File: src/rtl/pid_pkg.sv
// Shared definitions for the PID/motor path: FSM state encoding and the
// saturating signed-to-magnitude conversion used by the driver and the PID.
package pid_pkg;

   localparam logic [1:0] ST_IDLE = 2'd0;
   localparam logic [1:0] ST_RUN  = 2'd1;
   localparam logic [1:0] ST_DEAD = 2'd2;

   // |value| for a width-bit two's-complement number held sign-extended in 32 bits;
   // the most negative code saturates to the largest positive magnitude.
   function automatic logic [31:0] sat_mag(input logic signed [31:0] value, input int width);
      logic signed [31:0] most_neg;
      logic [31:0]        result;
      most_neg = -(32'sd1 <<< (width - 1));
      if (value == most_neg) begin
         result = (32'd1 << (width - 1)) - 32'd1;
      end else if (value < 32'sd0) begin
         result = -value;
      end else begin
         result = value;
      end
      return result;
   endfunction

endpackage

File: src/rtl/pwm_counter.sv
// PWM period counter: counts 0..period while the driver stays in RUN, flags the
// boundary cycle (counter >= period) and registers it as period_tick.
module pwm_counter
   import pid_pkg::*;
#(
   parameter int PERIOD_WIDTH = 16
) (
   input  logic                    clk,
   input  logic                    reset,
   input  logic                    run,
   input  logic                    run_next,
   input  logic [PERIOD_WIDTH-1:0] period,
   output logic [PERIOD_WIDTH-1:0] count,
   output logic                    boundary,
   output logic                    period_tick
);

   logic [PERIOD_WIDTH-1:0] count_d, count_q;
   logic                    tick_d, tick_q;

   // Boundary detect; the counter is held at 0 unless RUN continues into the next cycle.
   always_comb begin
      boundary = run && (count_q >= period);
      tick_d   = boundary;
      if (!run || !run_next || boundary) begin
         count_d = '0;
      end else begin
         count_d = count_q + PERIOD_WIDTH'(1);
      end
   end

   // Counter and tick registers.
   always_ff @(posedge clk) begin
      if (reset) begin
         count_q <= '0;
         tick_q  <= 1'b0;
      end else begin
         count_q <= count_d;
         tick_q  <= tick_d;
      end
   end

   assign count       = count_q;
   assign period_tick = tick_q;

endmodule

File: src/rtl/pwm_motor_driver.sv
// H-bridge PWM driver: signed command -> direction + duty, applied at period
// boundaries, with dead time on reversal. dir and state_o come straight from the state flops.
module pwm_motor_driver
   import pid_pkg::*;
#(
   parameter int CMD_WIDTH      = 16,
   parameter int PERIOD_WIDTH   = 16,
   parameter int DEADTIME_WIDTH = 8
) (
   input  logic                        clk,
   input  logic                        reset,
   input  logic                        enable,
   input  logic signed [CMD_WIDTH-1:0] cmd,
   input  logic                        cmd_valid,
   output logic                        cmd_ready,
   input  logic [PERIOD_WIDTH-1:0]     period,
   input  logic [DEADTIME_WIDTH-1:0]   deadtime,
   output logic                        pwm_a,
   output logic                        pwm_b,
   output logic                        dir,
   output logic                        period_tick,
   output logic [1:0]                  state_o
);

   localparam int DUTY_W = PERIOD_WIDTH + 1;
   localparam int CLIP_W = (CMD_WIDTH > DUTY_W) ? CMD_WIDTH : DUTY_W;
   localparam int DT_W   = DEADTIME_WIDTH + 1;

   logic [1:0]                state_d, state_q;
   logic                      dir_d, dir_q;
   logic [DUTY_W-1:0]         duty_d, duty_q;
   logic                      pend_full_d, pend_full_q;
   logic                      pend_sign_d, pend_sign_q;
   logic [CMD_WIDTH-1:0]      pend_mag_d, pend_mag_q;
   logic [DEADTIME_WIDTH-1:0] dead_cnt_d, dead_cnt_q;
   logic                      ready_d, ready_q;
   logic                      pwm_a_d, pwm_a_q;
   logic                      pwm_b_d, pwm_b_q;

   logic [PERIOD_WIDTH-1:0]   count;
   logic                      boundary;
   logic                      accept;
   logic                      pend_load;
   logic                      dead_done;
   logic [CMD_WIDTH-1:0]      cmd_mag;
   logic [CLIP_W-1:0]         mag_ext, lim_ext;
   logic [DUTY_W-1:0]         load_duty;

   pwm_counter #(
      .PERIOD_WIDTH (PERIOD_WIDTH)
   ) u_counter (
      .clk         (clk),
      .reset       (reset),
      .run         (state_q == ST_RUN),
      .run_next    (state_d == ST_RUN),
      .period      (period),
      .count       (count),
      .boundary    (boundary),
      .period_tick (period_tick)
   );

   assign accept    = cmd_valid && !pend_full_q;
   assign cmd_mag   = CMD_WIDTH'(sat_mag(32'(cmd), CMD_WIDTH));
   assign dead_done = ({1'b0, dead_cnt_q} + DT_W'(1)) >= {1'b0, deadtime};

   // Pending magnitude clipped to one full period (duty >= period+1 means always on).
   always_comb begin
      mag_ext = CLIP_W'(pend_mag_q);
      lim_ext = CLIP_W'(period) + CLIP_W'(1);
      if (mag_ext > lim_ext) begin
         load_duty = DUTY_W'(lim_ext);
      end else begin
         load_duty = DUTY_W'(mag_ext);
      end
   end

   // Main FSM: loads pending at boundaries, routes reversals through DEAD.
   always_comb begin
      state_d    = state_q;
      dir_d      = dir_q;
      duty_d     = duty_q;
      dead_cnt_d = dead_cnt_q;
      pend_load  = 1'b0;
      case (state_q)
         ST_IDLE: begin
            duty_d = '0;
            if (enable) begin
               state_d = ST_RUN;
               if (pend_full_q) begin
                  // legs are already low, so a reversal needs no dead time here
                  dir_d     = pend_sign_q;
                  duty_d    = load_duty;
                  pend_load = 1'b1;
               end else begin
                  duty_d = '0;
               end
            end else begin
               state_d = ST_IDLE;
            end
         end
         ST_RUN: begin
            if (!enable) begin
               state_d = ST_IDLE;
               duty_d  = '0;
            end else if (boundary && pend_full_q) begin
               if ((pend_mag_q == '0) || (pend_sign_q == dir_q)) begin
                  duty_d    = load_duty;
                  pend_load = 1'b1;
               end else if (deadtime == '0) begin
                  dir_d     = pend_sign_q;
                  duty_d    = load_duty;
                  pend_load = 1'b1;
               end else begin
                  state_d    = ST_DEAD;
                  dead_cnt_d = '0;
               end
            end else begin
               dead_cnt_d = '0;
            end
         end
         ST_DEAD: begin
            if (!enable) begin
               state_d = ST_IDLE;
               duty_d  = '0;
            end else if (dead_done) begin
               state_d   = ST_RUN;
               dir_d     = pend_sign_q;
               duty_d    = load_duty;
               pend_load = 1'b1;
            end else begin
               dead_cnt_d = dead_cnt_q + DEADTIME_WIDTH'(1);
            end
         end
         default: begin
            state_d = ST_IDLE;
            duty_d  = '0;
         end
      endcase
   end

   // Single-entry pending slot; accept and load are mutually exclusive by construction.
   always_comb begin
      pend_sign_d = pend_sign_q;
      pend_mag_d  = pend_mag_q;
      if (accept) begin
         pend_full_d = 1'b1;
         pend_sign_d = cmd[CMD_WIDTH-1];
         pend_mag_d  = cmd_mag;
      end else if (pend_load) begin
         pend_full_d = 1'b0;
      end else begin
         pend_full_d = pend_full_q;
      end
   end

   // Registered leg drives and handshake.
   always_comb begin
      pwm_a_d = (state_q == ST_RUN) && !dir_q && ({1'b0, count} < duty_q);
      pwm_b_d = (state_q == ST_RUN) &&  dir_q && ({1'b0, count} < duty_q);
      ready_d = !pend_full_d;
   end

   // State registers.
   always_ff @(posedge clk) begin
      if (reset) begin
         state_q     <= ST_IDLE;
         dir_q       <= 1'b0;
         duty_q      <= '0;
         pend_full_q <= 1'b0;
         pend_sign_q <= 1'b0;
         pend_mag_q  <= '0;
         dead_cnt_q  <= '0;
         ready_q     <= 1'b1;
         pwm_a_q     <= 1'b0;
         pwm_b_q     <= 1'b0;
      end else begin
         state_q     <= state_d;
         dir_q       <= dir_d;
         duty_q      <= duty_d;
         pend_full_q <= pend_full_d;
         pend_sign_q <= pend_sign_d;
         pend_mag_q  <= pend_mag_d;
         dead_cnt_q  <= dead_cnt_d;
         ready_q     <= ready_d;
         pwm_a_q     <= pwm_a_d;
         pwm_b_q     <= pwm_b_d;
      end
   end

   assign cmd_ready = ready_q;
   assign pwm_a     = pwm_a_q;
   assign pwm_b     = pwm_b_q;
   assign dir       = dir_q;
   assign state_o   = state_q;

endmodule

File: config.mk
export PLATFORM = sky130hd
export DESIGN_NAME = pwm_motor_driver
export DESIGN_NICKNAME = d
export VERILOG_FILES = /design/src/rtl/pid_pkg.sv /design/src/rtl/pwm_counter.sv /design/src/rtl/pwm_motor_driver.sv
export SDC_FILE = /design/constraint.sdc
export NUM_CORES = 1
export LEC_CHECK = 0
export ABC_CLOCK_PERIOD_IN_PS = 4400
export BUFFER_PORTS_ARGS = -buffer_cell sky130_fd_sc_hd__buf_4
export CAP_MARGIN = 25
export CORE_MARGIN = 2
export CORE_UTILIZATION = 60
export CTS_BUF_LIST = sky130_fd_sc_hd__clkbuf_8 sky130_fd_sc_hd__clkbuf_16
export DETAILED_ROUTE_END_ITERATION = 16
export PLACE_DENSITY = 0.82
export SETUP_SLACK_MARGIN = 0.1
export SYNTH_ARGS = -nofsm -noshare
export SYNTH_HDL_FRONTEND = slang
export SYNTH_HIERARCHICAL = 1
export SYNTH_SLANG_ARGS = --single-unit
File: constraint.sdc
create_clock -name clk -period 4.4 [get_ports clk]
set_clock_uncertainty 0.2 [all_clocks]
set_input_delay 0.88 -clock clk [delete_from_list [all_inputs] [get_ports clk]]
set_output_delay 0.88 -clock clk [all_outputs]
set_load 0.05 [all_outputs]
* After elaboration in Yosys (flattened, before gate mapping) *
Cells that the tools add are included.

cells by class
  eq/ne operators = 19
  multiplexer cells = 47
  reduce and logical (&&, ||, !) cells = 24
  order comparisons = 5
  $add $sub $neg = 5

operators by type and width
  cell                                                         number
  2-to-1 mux 17 bit                                            9
  case mux 17 bit (3 select lines)                             1
  2-to-1 mux 8 bit                                             6
  2-to-1 mux 16 bit                                            2
  2-to-1 mux 1 bit                                             19
  != test 2 bit, second input constant                         9
  adder 16 x 1 -> 17 bit, second input constant                1
  greater-than comparator 16 x 17 -> 1 bit                     1
  less-than comparator 16 x 17 -> 1 bit                        1
  adder 16 x 1 -> 16 bit, second input constant                1
  == test 16 bit, second input constant                        1
  >= comparator 16 bit                                         1
  logical NOT 16 bit                                           1
  less-than comparator 16 x 1 -> 1 bit, second input constant  1
  negator 16 bit                                               1
  case mux 8 bit (2 select lines)                              1
  2-to-1 mux 2 bit                                             6
  != test 3 bit, second input constant                         4
  adder 8 x 1 -> 9 bit, second input constant                  1
  >= comparator 9 x 8 -> 1 bit                                 1
  AND reduction 9 bit                                          1
  adder 8 x 1 -> 8 bit, second input constant                  1
  logical NOT 8 bit                                            1
  logical AND 1 bit                                            7
  14 further kinds                                             22

storage, ports and cells
  input bits = 44
  flip-flop bits (word level) = 66
  logic and storage cells = 112

* Logic depth before layout (Yosys ltp) *
Gate-level depths: netlist of run 1.

  depth in word-level cells = 11
  depth in mapped cells = 15

* Cells and area by module *
The synthesis of run 1 kept the hierarchy.

modules (own cells, without submodules)
  module            instances  cells an instance  seq. area each (um^2)  area an instance (um^2)
  pwm_motor_driver  1          484                980.9                  3,883.7
  pwm_counter       1          139                340.3                  1,207.4

* Worst setup path before layout of run 1 *
OpenSTA, ideal clock, no wires.

  path kind = input to register
  from = in period[0]
  to = reg u_counter.count_q[10], in the netlist u_counter/count[10]
  setup slack = 0.389 ns
  required time = 4.108 ns
  library setup time = 0.092 ns
  path buffers = 2
  data arrival time = 3.719 ns
  cell stages on the path = 14
  cells stage by stage = ha_1 -> nand2b_1 -> a2111o_1 -> a32o_1 -> clkbuf_1 -> o41a_1 -> and2_1 -> nand3_1 -> a21oi_1 -> a21oi_1 -> nor3b_1 -> nand4bb_1 -> clkbuf_1 -> nor4_1

on the way
  word-level cells in the longest chain between the ends = 11

RTL lines
  element                          line                     source
  start: declaration               pwm_motor_driver.sv:16   input logic [PERIOD_WIDTH-1:0] period,
  >= comparator 16 bit *           pwm_counter.sv:23        boundary = run && (count_q >= period);
  logical AND 1 bit *              pwm_counter.sv:23
  via boundary                     pwm_motor_driver.sv:41   logic boundary;
  logical AND 1 bit                pwm_motor_driver.sv:105  end else if (boundary && pend_full_q) begin
  2-to-1 mux 2 bit                 pwm_motor_driver.sv:105
  2-to-1 mux 2 bit                 pwm_motor_driver.sv:102  if (!enable) begin
  case mux 2 bit (3 select lines)  pwm_motor_driver.sv:84   case (state_q)
  == test 2 x 1 -> 1 bit           pwm_motor_driver.sv:55   .run_next (state_d == ST_RUN),
  logical NOT 1 bit                pwm_counter.sv:25        if (!run || !run_next || boundary) begin
  logical OR 1 bit                 pwm_counter.sv:25
  logical OR 1 bit *               pwm_counter.sv:25
  OR reduction 2 bit (no line) *   --
  end signal: assignment           pwm_counter.sv:38        count_q <= count_d;
  end: declaration                 pwm_counter.sv:18        logic [PERIOD_WIDTH-1:0] count_d, count_q;

Mark *: on every way through the listed nets, which the timed path passes. The rest lies on a longest branch.
A chain may end at the register's enable or synchronous reset.

* Worst setup path in the final report of run 1 *
  from = in period[0]
  to = reg u_counter.count_q[13], in the netlist u_counter/count[13]

The elaborated chain is that of the path after synthesis.

==> results of run 1 <==
-- Yosys cell counts, types with 7 or more instances --
cell,count,area [um2]
sky130_fd_sc_hd__inv_1,57,214.0
sky130_fd_sc_hd__clkbuf_1,19,71.32
sky130_fd_sc_hd__a21oi_1,40,200.2
sky130_fd_sc_hd__nor4_1,22,137.6
sky130_fd_sc_hd__a211oi_1,19,142.6
sky130_fd_sc_hd__dfxtp_1,66,1321
sky130_fd_sc_hd__xor2_1,24,210.2
sky130_fd_sc_hd__o32ai_1,14,122.6
sky130_fd_sc_hd__nand2_1,38,142.6
sky130_fd_sc_hd__and3_1,23,143.9
sky130_fd_sc_hd__nand3_1,26,130.1
sky130_fd_sc_hd__nor3_1,15,75.07
sky130_fd_sc_hd__a31oi_1,7,43.79
sky130_fd_sc_hd__o21ai_0,20,100.1
sky130_fd_sc_hd__nor2_1,33,123.9
sky130_fd_sc_hd__xnor2_1,19,166.4
sky130_fd_sc_hd__nand2b_1,10,62.56
sky130_fd_sc_hd__nand4_1,11,68.82
sky130_fd_sc_hd__ha_1,64,800.8
sky130_fd_sc_hd__a2111oi_0,8,70.07
-- layer usage --
metal	vias up	share of wire (%)	global-route usage, %
met3	28	6.7	5.090
met5	-	0	0
li1	2389	-	-
met2	187	47	48.78
met1	2299	44	38.10
met4	0	2.4	10.83
-- worst max path at each step --
stage	to	slack (ns)	cells after the start
floorplan	u_counter/count[10]	0.39	14
global placement	u_counter/count[6]	0.35	14
detailed placement	u_counter/count[13]	0.20	14
CTS	u_counter/count[13]	0.55	14
global route	u_counter/count[13]	0.21	14
finish	u_counter/count[13]	0.54	14
-- sequential cells by signal (all words and copies together), names as in the netlist, 2 cells and up --
signal,flops
u_counter/count,16
duty_q,17
state_o,2
pend_mag_q,16
dead_cnt_q,8
-- power breakdown --
| group | internal [uW] | switching (uW) |
|---|---|---|
| Clock | 233 | 244 |
| Combinational | 107 | 145 |
| Sequential | 616 | 22.1 |
| Total | 956 | 411 |
-- tightest hold or removal path: stages, from the launching register on --
cell and delay, ns:
sky130_fd_sc_hd__dfxtp_1 0.30, sky130_fd_sc_hd__inv_1 0.07, sky130_fd_sc_hd__o32ai_1 0.07
-- cell type report --
class                   instances  area, um2
clock buffers                  11      151.4
inverters                      57      214.0
flip-flops and latches         66       1321
well taps                     105      131.4
repair buffers                 56      420.4
fillers                       687       2499
clock inverters                 5      30.03
multi-input cells             475       3450
-- logic make-up (layout without fill, tap and decap cells) --
family	after synthesis	after routing	synth area share (%)
AND/OR/NAND/NOR	216	216	23.52
AO/OA/AOI/OAI	149	149	20.52
buffers and inverters	82	129	6.292
flip-flops	66	66	25.95
adder cells (fa/ha/maj)	64	64	15.73
XOR/XNOR	43	43	7.397
multiplexers	3	3	0.5898
-- per-stage QoR --
step	total power, uW	setup slack, ns	instance area (um2)	utilization, %	hold slack [ns]
3_3_place_gp	887.7	0.3476	5529	67.29	0.2523
3_5_place_dp	898.0	0.1997	5529	67.29	0.2701
5_1_grt	1425	0.2145	5718	69.59	0.2914
2_1_floorplan	802.6	0.3887	5091	-	0.2357
4_1_cts	1360	0.5458	5710	69.50	0.2806
6_report	1367	0.5384	5718	69.59	0.2819
==> impl_metrics.py, run 1 <==
metrics = {
    "clock_tree": {
        "h-tree-depth": 3,
        "postCtsHoldBufs": 0,
        "cts_post_setup_buffers_inserted": 0,
        "cts-buffers-inserted": 9,
        "clk_transition_reported_paths_ns": 0.08,
        "cts.root.buffer_cell": "sky130_fd_sc_hd__clkbuf_8",
        "cts_tree": "yes",
        "clock_latency_ns": 0.34,
        "clock_sink_count": 66,
        "ctsLongestPathBuffers": 2,
        "post_cts_resized": 0,
    },
    "floorplanning": {
        "placeableCoreArea_um2": 8217,
        "chipHeight_um": 96.12,
        "die-area_um2": 9238,
        "dieWidth_um": 96.12,
        "io-pin-count": 51,
        "num_rows": 33,
        "initial_core_util_pct": 61.96,
    },
    "yosys": {
        "syn-instance-count": 623,
        "yosysWarningCount": 6,
        "ys_types": 63,
        "synth_enable_flop_cells": 0,
        "total_of_flip_flops_plus_latches_after_synthesis": 66,
        "yosysSeqAreaShare_pct": 25.95,
        "synth_ff_type": "sky130_fd_sc_hd__dfxtp_1",
        "mappedNetlistNets": 731,
        "syn_area_per_cell_um2": 8.172,
        "synth_area_um2": 5091,
        "synth_async_sr_flop_share_pct": 0,
    },
    "setup_path": {
        "cp_num_buf_inv": 2,
        "crit_path_max_incr_delay_ns": 0.40,
        "beginning_of_the_worst_register_to_register_path": "u_counter/count[0]",
        "worst_path_class_setup": "in2reg",
        "reg2reg_to": "u_counter/count[13]",
        "worstPathArrival_ns": 3.88,
        "worst_path_dominant_cell_family": "compound AO/OA/AOI/OAI gates",
        "ff2ff_setup_slack_ns": 0.66,
        "crit_path_max_fanout": 16,
        "rr_worst_depth": 14,
        "worstPathCellList": "buf_4 -> ha_1 -> nand2b_1 -> a2111o_1 -> a32o_1 -> o41a_1 -> and2_1 -> nand3_1 -> a21oi_1 -> a21oi_1 -> nor3b_1 -> nand4bb_1 -> buf_4 -> a2111oi_0",
        "worstSetupEndpointType": "flop",
        "startpoint_type": "input pin",
        "crit_required_ns": 4.42,
        "critPathLaunch": "period[0]",
        "critPathSlowestCell": "sky130_fd_sc_hd__a2111o_1",
    },
    "global_route": {
        "grt_pass1_wl_um": 21340,
        "grt_pass1_vias": 4573,
        "grt_use_total_pct": 29.40,
        "antenna_violations_before_repair": 0,
        "grt_start_max_net_pins": 36,
        "gr-total-overflow": 0,
    },
    "sta": {
        "timing.slew.headroom_pct": 32.89,
        "worst_pin_slew_ns": 1.007,
        "drv_slew": 0,
        "timing.final.setup_violations": 0,
        "post-route-period-util_pct": 87.76,
        "setup-tns-final_ns": 0,
        "grt_setup_unrepaired": "no",
        "max_freq_mhz": 259.0,
        "min_period_ns": 3.862,
        "finalHoldViolations": 0,
    },
    "finish": {
        "areaGrowthSynthToFinish_pct": 12.31,
        "number_of_nets_in_the_finished_design": 773,
        "antennaDiodeCount": 0,
        "layout.cells.most_common_list": "sky130_fd_sc_hd__dfxtp_1 (66), sky130_fd_sc_hd__ha_1 (64), sky130_fd_sc_hd__inv_1 (58), sky130_fd_sc_hd__buf_4 (56), sky130_fd_sc_hd__a21oi_1 (40)",
        "final_common_cell": "sky130_fd_sc_hd__dfxtp_1",
        "instances_no_fill": 775,
        "drive_above_1_share_pct": 12.54,
    },
    "power": {
        "power.static_leakage_uw": 0.002392,
        "vdd.ir_drop.worst_mv": 0.1680,
        "power_density_nw_per_um2": 239.0,
    },
    "drt": {
        "postRouteAntennaNets": 0,
        "dr_total_vias": 4903,
        "drc": 0,
        "drt_iter0_drc": 319,
        "wirelength_um": 13150,
        "routed_wire_length_per_instance_um": 16.97,
        "detail_route.first_pass.iterations": 5,
        "via_per_inst": 6.326,
    },
    "placement": {
        "dp_cells": 758,
        "finalWeightedCongestion": 0.9892,
        "count_of_input_and_output_buffers": 50,
        "post-dp-hpwl_um": 9875,
    },
    "flow_run": {
        "drv.max_cap_violation_count": 0,
    },
    "hold_path": {
        "min_path_type": "reg2reg",
        "worst_hold_path.num_cells": 2,
        "holdCritStartpoint": "duty_q[4]",
        "holdPathEnd": "duty_q[4]",
    },
    "status": {
        "status": "completed",
    },
}
(Power assumes the default switching activity.)
==> run 2, diff against run 1 <==
ABC_CLOCK_PERIOD_IN_PS = 4460   (was 4400)
CORE_UTILIZATION = 65   (was 60)
GPL_TIMING_DRIVEN = 0   (was default)
PLACE_DENSITY = 0.88   (was 0.82)
clock period = 4.46 ns   (was 4.4 ns; I/O delays follow)
==> impl_metrics.py, run 2 (same netlist as run 1, synthesis figures left out) <==
metrics = {
    "drt": {
        "wirelength_um": 13920,
        "dr_total_vias": 5151,
        "drt_iter0_drc": 387,
        "postRouteAntennaNets": 0,
        "routed_wire_length_per_instance_um": 17.57,
        "drc": 0,
        "via_per_inst": 6.504,
        "detail_route.first_pass.iterations": 5,
    },
    "setup_path": {
        "worstSetupEndpointType": "flop",
        "crit_path_max_incr_delay_ns": 0.44,
        "worst_path_class_setup": "in2reg",
        "worstPathCellList": "buf_4 -> ha_1 -> nand2b_1 -> a2111o_1 -> a32o_1 -> clkbuf_1 -> o41a_1 -> and2_1 -> nand3_1 -> a21oi_1 -> a21oi_1 -> nor3b_2 -> nand4bb_1 -> buf_4 -> a2111oi_1",
        "ff2ff_setup_slack_ns": 0.39,
        "timing.critical_path.depth": 15,
        "critPathSlowestCell": "sky130_fd_sc_hd__o41a_1",
        "rr_worst_depth": 15,
        "startpoint_type": "input pin",
        "critPathCapture": "u_counter/count[15]",
        "beginning_of_the_worst_register_to_register_path": "u_counter/count[0]",
        "cp_num_buf_inv": 3,
        "worst_path_dominant_cell_family": "compound AO/OA/AOI/OAI gates",
        "reg2reg_to": "u_counter/count[15]",
        "crit_path_max_fanout": 9,
        "worstPathArrival_ns": 4.22,
        "critPathLaunch": "period[0]",
        "crit_required_ns": 4.48,
    },
    "power": {
        "power.static_leakage_uw": 0.002411,
        "power_density_nw_per_um2": 230.5,
        "vdd.ir_drop.worst_mv": 0.1980,
    },
    "floorplanning": {
        "placeableCoreArea_um2": 7647,
        "die-area_um2": 8556,
        "io-pin-count": 51,
        "chipHeight_um": 92.50,
        "initial_core_util_pct": 66.57,
        "num_rows": 32,
        "dieWidth_um": 92.50,
    },
    "global_route": {
        "grt_pass1_wl_um": 22290,
        "grt_start_max_net_pins": 12,
        "gr-total-overflow": 0,
        "grt_use_total_pct": 32.54,
        "antenna_violations_before_repair": 0,
        "grt_pass1_vias": 4788,
    },
    "sta": {
        "timing.final.setup_violations": 0,
        "setup-tns-final_ns": 0,
        "drv_slew": 0,
        "worst_pin_slew_ns": 0.7410,
        "timing.slew.headroom_pct": 50.51,
        "min_period_ns": 4.195,
        "max_freq_mhz": 238.4,
        "post-route-period-util_pct": 94.06,
        "grt_setup_unrepaired": "yes",
        "finalHoldViolations": 0,
    },
    "status": {
        "status": "completed",
    },
    "finish": {
        "area.sequential_um2": 1321,
        "layout.cells.most_common_list": "sky130_fd_sc_hd__dfxtp_1 (66), sky130_fd_sc_hd__ha_1 (64), sky130_fd_sc_hd__inv_1 (57), sky130_fd_sc_hd__buf_4 (52), sky130_fd_sc_hd__a21oi_1 (40)",
        "instances_no_fill": 792,
        "number_of_nets_in_the_finished_design": 794,
        "registers.top_by_ff_count": "duty_q",
        "layout_utilization_pct": 75.83,
        "areaGrowthSynthToFinish_pct": 13.91,
        "largest_register_ff_count": 17,
        "multi_input_area_um2": 3470,
        "n_fill_cell": 591,
        "drive_above_1_share_pct": 12.90,
        "antennaDiodeCount": 0,
        "final_common_cell": "sky130_fd_sc_hd__dfxtp_1",
    },
    "clock_tree": {
        "clock_sink_count": 66,
        "clk_transition_reported_paths_ns": 0.07,
        "h-tree-depth": 3,
        "ctsLongestPathBuffers": 2,
        "cts.root.buffer_cell": "sky130_fd_sc_hd__clkbuf_8",
        "cts-buffers-inserted": 9,
        "postCtsHoldBufs": 0,
        "cts_tree": "yes",
        "clock_latency_ns": 0.35,
    },
    "placement": {
        "finalWeightedCongestion": 1.042,
        "count_of_input_and_output_buffers": 50,
        "post-dp-hpwl_um": 10490,
        "dp_cells": 775,
    },
    "flow_run": {
        "drv.max_cap_violation_count": 0,
    },
    "hold_path": {
        "min_path_type": "reg2reg",
    },
}
## run 2: layer usage
| layer | share of wire [%] | wire [um] | GRT usage, % |
|---|---|---|---|
| met1 | 41 | 5720 | 39.29 |
| met5 | 0 | 0 | 0 |
| met4 | 3.7 | 516 | 16.79 |
| met3 | 7.2 | 1009 | 5.370 |
| met2 | 48 | 6672 | 55.60 |
## run 2: how the worst min path moves through the flow
| stage | from | to | slack (ns) | depth (start not counted) |
|---|---|---|---|---|
| floorplan | duty_q[1] | duty_q[1] | 0.24 | 1 |
| global placement | duty_q[1] | duty_q[1] | 0.25 | 1 |
| detailed placement | duty_q[1] | duty_q[1] | 0.27 | 1 |
| CTS | duty_q[9] | duty_q[9] | 0.28 | 2 |
| global route | duty_q[9] | duty_q[9] | 0.30 | 2 |
| finish | duty_q[9] | duty_q[9] | 0.28 | 2 |
## run 2: report_power, final
group          switching, uW  internal, uW
registers               21.4           608
logic                    148           108
clock network            240           212
## run 2: tightest hold or removal path, stage by stage, from the launching register on
cell	delay (ns)
sky130_fd_sc_hd__dfxtp_1	0.30
sky130_fd_sc_hd__inv_1	0.07
sky130_fd_sc_hd__o32ai_1	0.06
## run 2: timing repair
action	CTS	global route
setup endpoints to repair	0	15
resized for setup	0	8
setup buffers	0	2
## run 2: cell type report
type	count	share of cell area, %
clock buffers	10	2.373
flip-flops and latches	66	22.78
repair buffers	52	6.731
inverters	57	3.689
clock inverters	5	0.5394
well taps	102	2.201
multi-input cells	475	59.83
plain buffers	25	1.855
## run 2: metrics by stage
step	hold slack (ns)	total power, uW	setup slack (ns)	cell area [um2]
2_1_floorplan	0.2357	791.8	0.4367	5091
3_3_place_gp	0.2516	878.6	-0.1400	5594
3_5_place_dp	0.2657	888.7	-0.2444	5594
4_1_cts	0.2782	1332	0.1169	5763
5_1_grt	0.3006	1387	-0.007553	5799
6_report	0.2775	1337	0.2649	5799
==> run 3, diff against run 2 <==
CORE_UTILIZATION = 64   (was 65)
PLACE_DENSITY = 0.87   (was 0.88)
RECOVER_POWER = 100   (was default)
SETUP_SLACK_MARGIN = 0.5   (was 0.1)
SYNTH_HIERARCHICAL = default   (was 1)
==> impl_metrics.py, run 3 <==
metrics = {
    "status": {
        "status": "completed",
    },
    "setup_path": {
        "critPathSlowestCell": "sky130_fd_sc_hd__nor3_1",
        "crit_required_ns": 4.48,
        "cp_num_buf_inv": 4,
        "crit_path_max_incr_delay_ns": 0.45,
        "worst_path_dominant_cell_family": "simple AND/OR/NAND/NOR gates",
        "worstPathCellList": "buf_4 -> inv_1 -> nor3_1 -> nand4_1 -> nor3_1 -> xnor2_1 -> ha_1 -> nand2_1 -> nor2_1 -> a41oi_1 -> o31ai_1 -> a31o_2 -> buf_2 -> buf_2 -> a21oi_1 -> o2bb2ai_1",
        "crit_path_max_fanout": 10,
        "worstPathArrival_ns": 3.97,
        "startpoint_type": "input pin",
        "worstSetupEndpointType": "flop",
        "worst_path_class_setup": "in2reg",
    },
    "hold_path": {
        "min_path_type": "reg2reg",
    },
    "yosys": {
        "syn-instance-count": 571,
        "syn_area_per_cell_um2": 8.351,
        "synth_async_sr_flop_share_pct": 0,
        "synth_enable_flop_cells": 0,
        "synth_area_um2": 4768,
        "synth_ff_type": "sky130_fd_sc_hd__dfxtp_1",
        "yosysWarningCount": 0,
        "ys_types": 55,
        "synth_top_area_share_pct": 27.71,
        "total_of_flip_flops_plus_latches_after_synthesis": 66,
        "mappedNetlistNets": 679,
        "yosysMostFrequentCell": "sky130_fd_sc_hd__dfxtp_1",
        "ys_top_cells_by_count": "sky130_fd_sc_hd__dfxtp_1 (66), sky130_fd_sc_hd__ha_1 (64), sky130_fd_sc_hd__inv_1 (54), sky130_fd_sc_hd__nor2_1 (46), sky130_fd_sc_hd__a21oi_1 (37)",
        "biggest_area_consumer_among_synthesized_cells": "sky130_fd_sc_hd__dfxtp_1",
        "yosysSeqAreaShare_pct": 27.71,
        "synth_area_leaders": "sky130_fd_sc_hd__dfxtp_1 (28%), sky130_fd_sc_hd__ha_1 (17%), sky130_fd_sc_hd__xnor2_1 (4.4%), sky130_fd_sc_hd__inv_1 (4.3%), sky130_fd_sc_hd__xor2_1 (4.2%)",
    },
    "drt": {
        "via_per_inst": 6.265,
        "drc": 0,
        "detail_route.first_pass.iterations": 5,
        "routed_wire_length_per_instance_um": 16.91,
        "wirelength_um": 12440,
        "drt_iter0_drc": 299,
        "postRouteAntennaNets": 0,
        "dr_total_vias": 4611,
    },
    "clock_tree": {
        "cts.root.buffer_cell": "sky130_fd_sc_hd__clkbuf_8",
        "cts-buffers-inserted": 9,
        "cts_post_setup_buffers_inserted": 0,
        "ctsLongestPathBuffers": 2,
        "clk_transition_reported_paths_ns": 0.07,
        "clock_latency_ns": 0.34,
        "h-tree-depth": 3,
        "cts_tree": "yes",
        "clock_sink_count": 66,
    },
    "sta": {
        "max_freq_mhz": 253.0,
        "post-route-period-util_pct": 88.61,
        "finalHoldViolations": 0,
        "timing.final.setup_violations": 0,
        "setup-tns-final_ns": 0,
        "worst_pin_slew_ns": 0.8190,
        "min_period_ns": 3.952,
        "drv_slew": 0,
        "timing.slew.headroom_pct": 44.82,
        "grt_setup_unrepaired": "no",
    },
    "floorplanning": {
        "num_rows": 31,
        "chipHeight_um": 90.32,
        "placeableCoreArea_um2": 7214,
        "die-area_um2": 8157,
        "io-pin-count": 51,
        "dieWidth_um": 90.32,
        "initial_core_util_pct": 66.09,
    },
    "placement": {
        "post-dp-hpwl_um": 9798,
        "finalWeightedCongestion": 0.9381,
        "dp_cells": 720,
        "count_of_input_and_output_buffers": 50,
    },
    "power": {
        "power_density_nw_per_um2": 246.0,
        "vdd.ir_drop.worst_mv": 0.1980,
        "net_switching_power_uw": 400.0,
        "power.static_leakage_uw": 0.002184,
        "p_seq_share_pct": 47.5,
        "intPower_uw": 922.4,
        "pwr-share-comb_pct": 18.8,
        "clock_power_share_pct": 33.7,
        "power.share.switching_pct": 30.25,
    },
    "flow_run": {
        "drv.max_cap_violation_count": 0,
    },
    "finish": {
        "n_fill_cell": 572,
        "number_of_nets_in_the_finished_design": 740,
        "registers.top_by_ff_count": "duty_q",
        "layout.cells.most_common_list": "sky130_fd_sc_hd__dfxtp_1 (66), sky130_fd_sc_hd__ha_1 (64), sky130_fd_sc_hd__inv_1 (55), sky130_fd_sc_hd__nor2_1 (46), sky130_fd_sc_hd__buf_4 (40)",
        "final_common_cell": "sky130_fd_sc_hd__dfxtp_1",
        "areaGrowthSynthToFinish_pct": 12.73,
        "antennaDiodeCount": 0,
        "largest_register_ff_count": 17,
        "instances_no_fill": 736,
        "drive_above_1_share_pct": 10.68,
    },
    "global_route": {
        "antenna_violations_before_repair": 0,
        "gr-total-overflow": 0,
        "grt_pass1_wl_um": 21160,
        "grt_pass1_vias": 4585,
        "grt_use_total_pct": 31.56,
        "grt_start_max_net_pins": 12,
    },
}
==> run 3: changes by cell type after synthesis, sizes merged, moves of 7 or more <==
cell     before  now
nor4         22   10
clkbuf       19   12
and3         23    5
nor2         33   46
a2111oi       9    1
o2bb2ai       1   16
a311oi        0   10
o32ai        14    0
nand2        39   30
==> run 3: cell families (layout without fill, tap and decap cells) <==
family	after synthesis	after routing	synth area share [%]
multiplexers	8	8	1.784
flip-flops	66	66	27.71
buffers and inverters	73	139	6.035
AO/OA/AOI/OAI	145	145	21.12
XOR/XNOR	47	47	8.633
adder cells (fa/ha/maj)	64	64	16.79
AND/OR/NAND/NOR	168	168	17.92
==> run 3: cell type report <==
| class | instances | area, um2 | area share [%] |
|---|---|---|---|
| Inverter | 54 | 202.7 | 3.771 |
| Tap cell | 99 | 123.9 | 2.304 |
| Sequential cell | 66 | 1321 | 24.58 |
| Multi-Input combinational cell | 432 | 3142 | 58.45 |
| Clock buffer | 10 | 137.6 | 2.561 |
| Timing Repair Buffer | 50 | 334.1 | 6.215 |
| Clock inverter | 6 | 33.78 | 0.6285 |
| Buffer | 19 | 80.08 | 1.490 |
==> run 3: power by group through the flow <==
| stage | Sequential [uW] | Clock, uW | Combinational, uW |
|---|---|---|---|
| floorplan | 640 | 0 | 150 |
| global placement | 640 | 0 | 234 |
| detailed placement | 641 | 0 | 245 |
| CTS | 628 | 448 | 248 |
| global route | 630 | 476 | 274 |
| finish | 628 | 446 | 248 |
==> run 3: timing repair <==
action,4_1_cts,5_1_grt
setup endpoints to repair,0,12
hold buffers,0,0
resized for setup,0,1
==> run 3: worst register-to-register path, cell delays in order, from the launching register on <==
cell,delay [ns]
sky130_fd_sc_hd__dfxtp_1,0.42
sky130_fd_sc_hd__ha_1,0.24
sky130_fd_sc_hd__nand3_1,0.14
sky130_fd_sc_hd__nor2_1,0.21
sky130_fd_sc_hd__xor2_1,0.27
sky130_fd_sc_hd__ha_1,0.31
sky130_fd_sc_hd__a21oi_1,0.16
sky130_fd_sc_hd__o31ai_1,0.09
sky130_fd_sc_hd__a22o_1,0.28
sky130_fd_sc_hd__nor3b_1,0.37
sky130_fd_sc_hd__inv_1,0.11
sky130_fd_sc_hd__a21oi_1,0.51
sky130_fd_sc_hd__buf_4,0.29
sky130_fd_sc_hd__o2bb2ai_1,0.13
==> run 3: worst paths after layout <==
kind	startpoint	endpoint	slack [ns]	cells after the start
max	period[0]	duty_q[2]	0.51	16
min	duty_q[6]	duty_q[6]	0.27	1
max reg2reg	dead_cnt_q[0]	duty_q[12]	0.68	13
min reg2reg	duty_q[6]	duty_q[6]	0.27	1
==> run 3: stage by stage <==
stage	hold WS (ns)	instance area [um2]	worst slack [ns]	util, %	power, uW
3_5_place_dp	0.2499	5268	0.2220	73.01	885.4
3_3_place_gp	0.2511	5268	0.2178	73.01	874.2
4_1_cts	0.2682	5439	0.5792	75.39	1324
5_1_grt	0.2829	5375	0.3452	74.51	1380
2_1_floorplan	0.2323	4768	0.9027	-	790.1
6_report	0.2665	5375	0.5082	74.51	1322
==> run 3: per-layer routing <==
metal  vias to the layer above  routed length [um]  GRT usage [%]
li1                       2218                   -              -
met1                      2195                5262          38.36
met2                       162                6255          55.83
met3                        36                 606          6.260
met4                         0                 320          10.51
met5                         -                   0              0
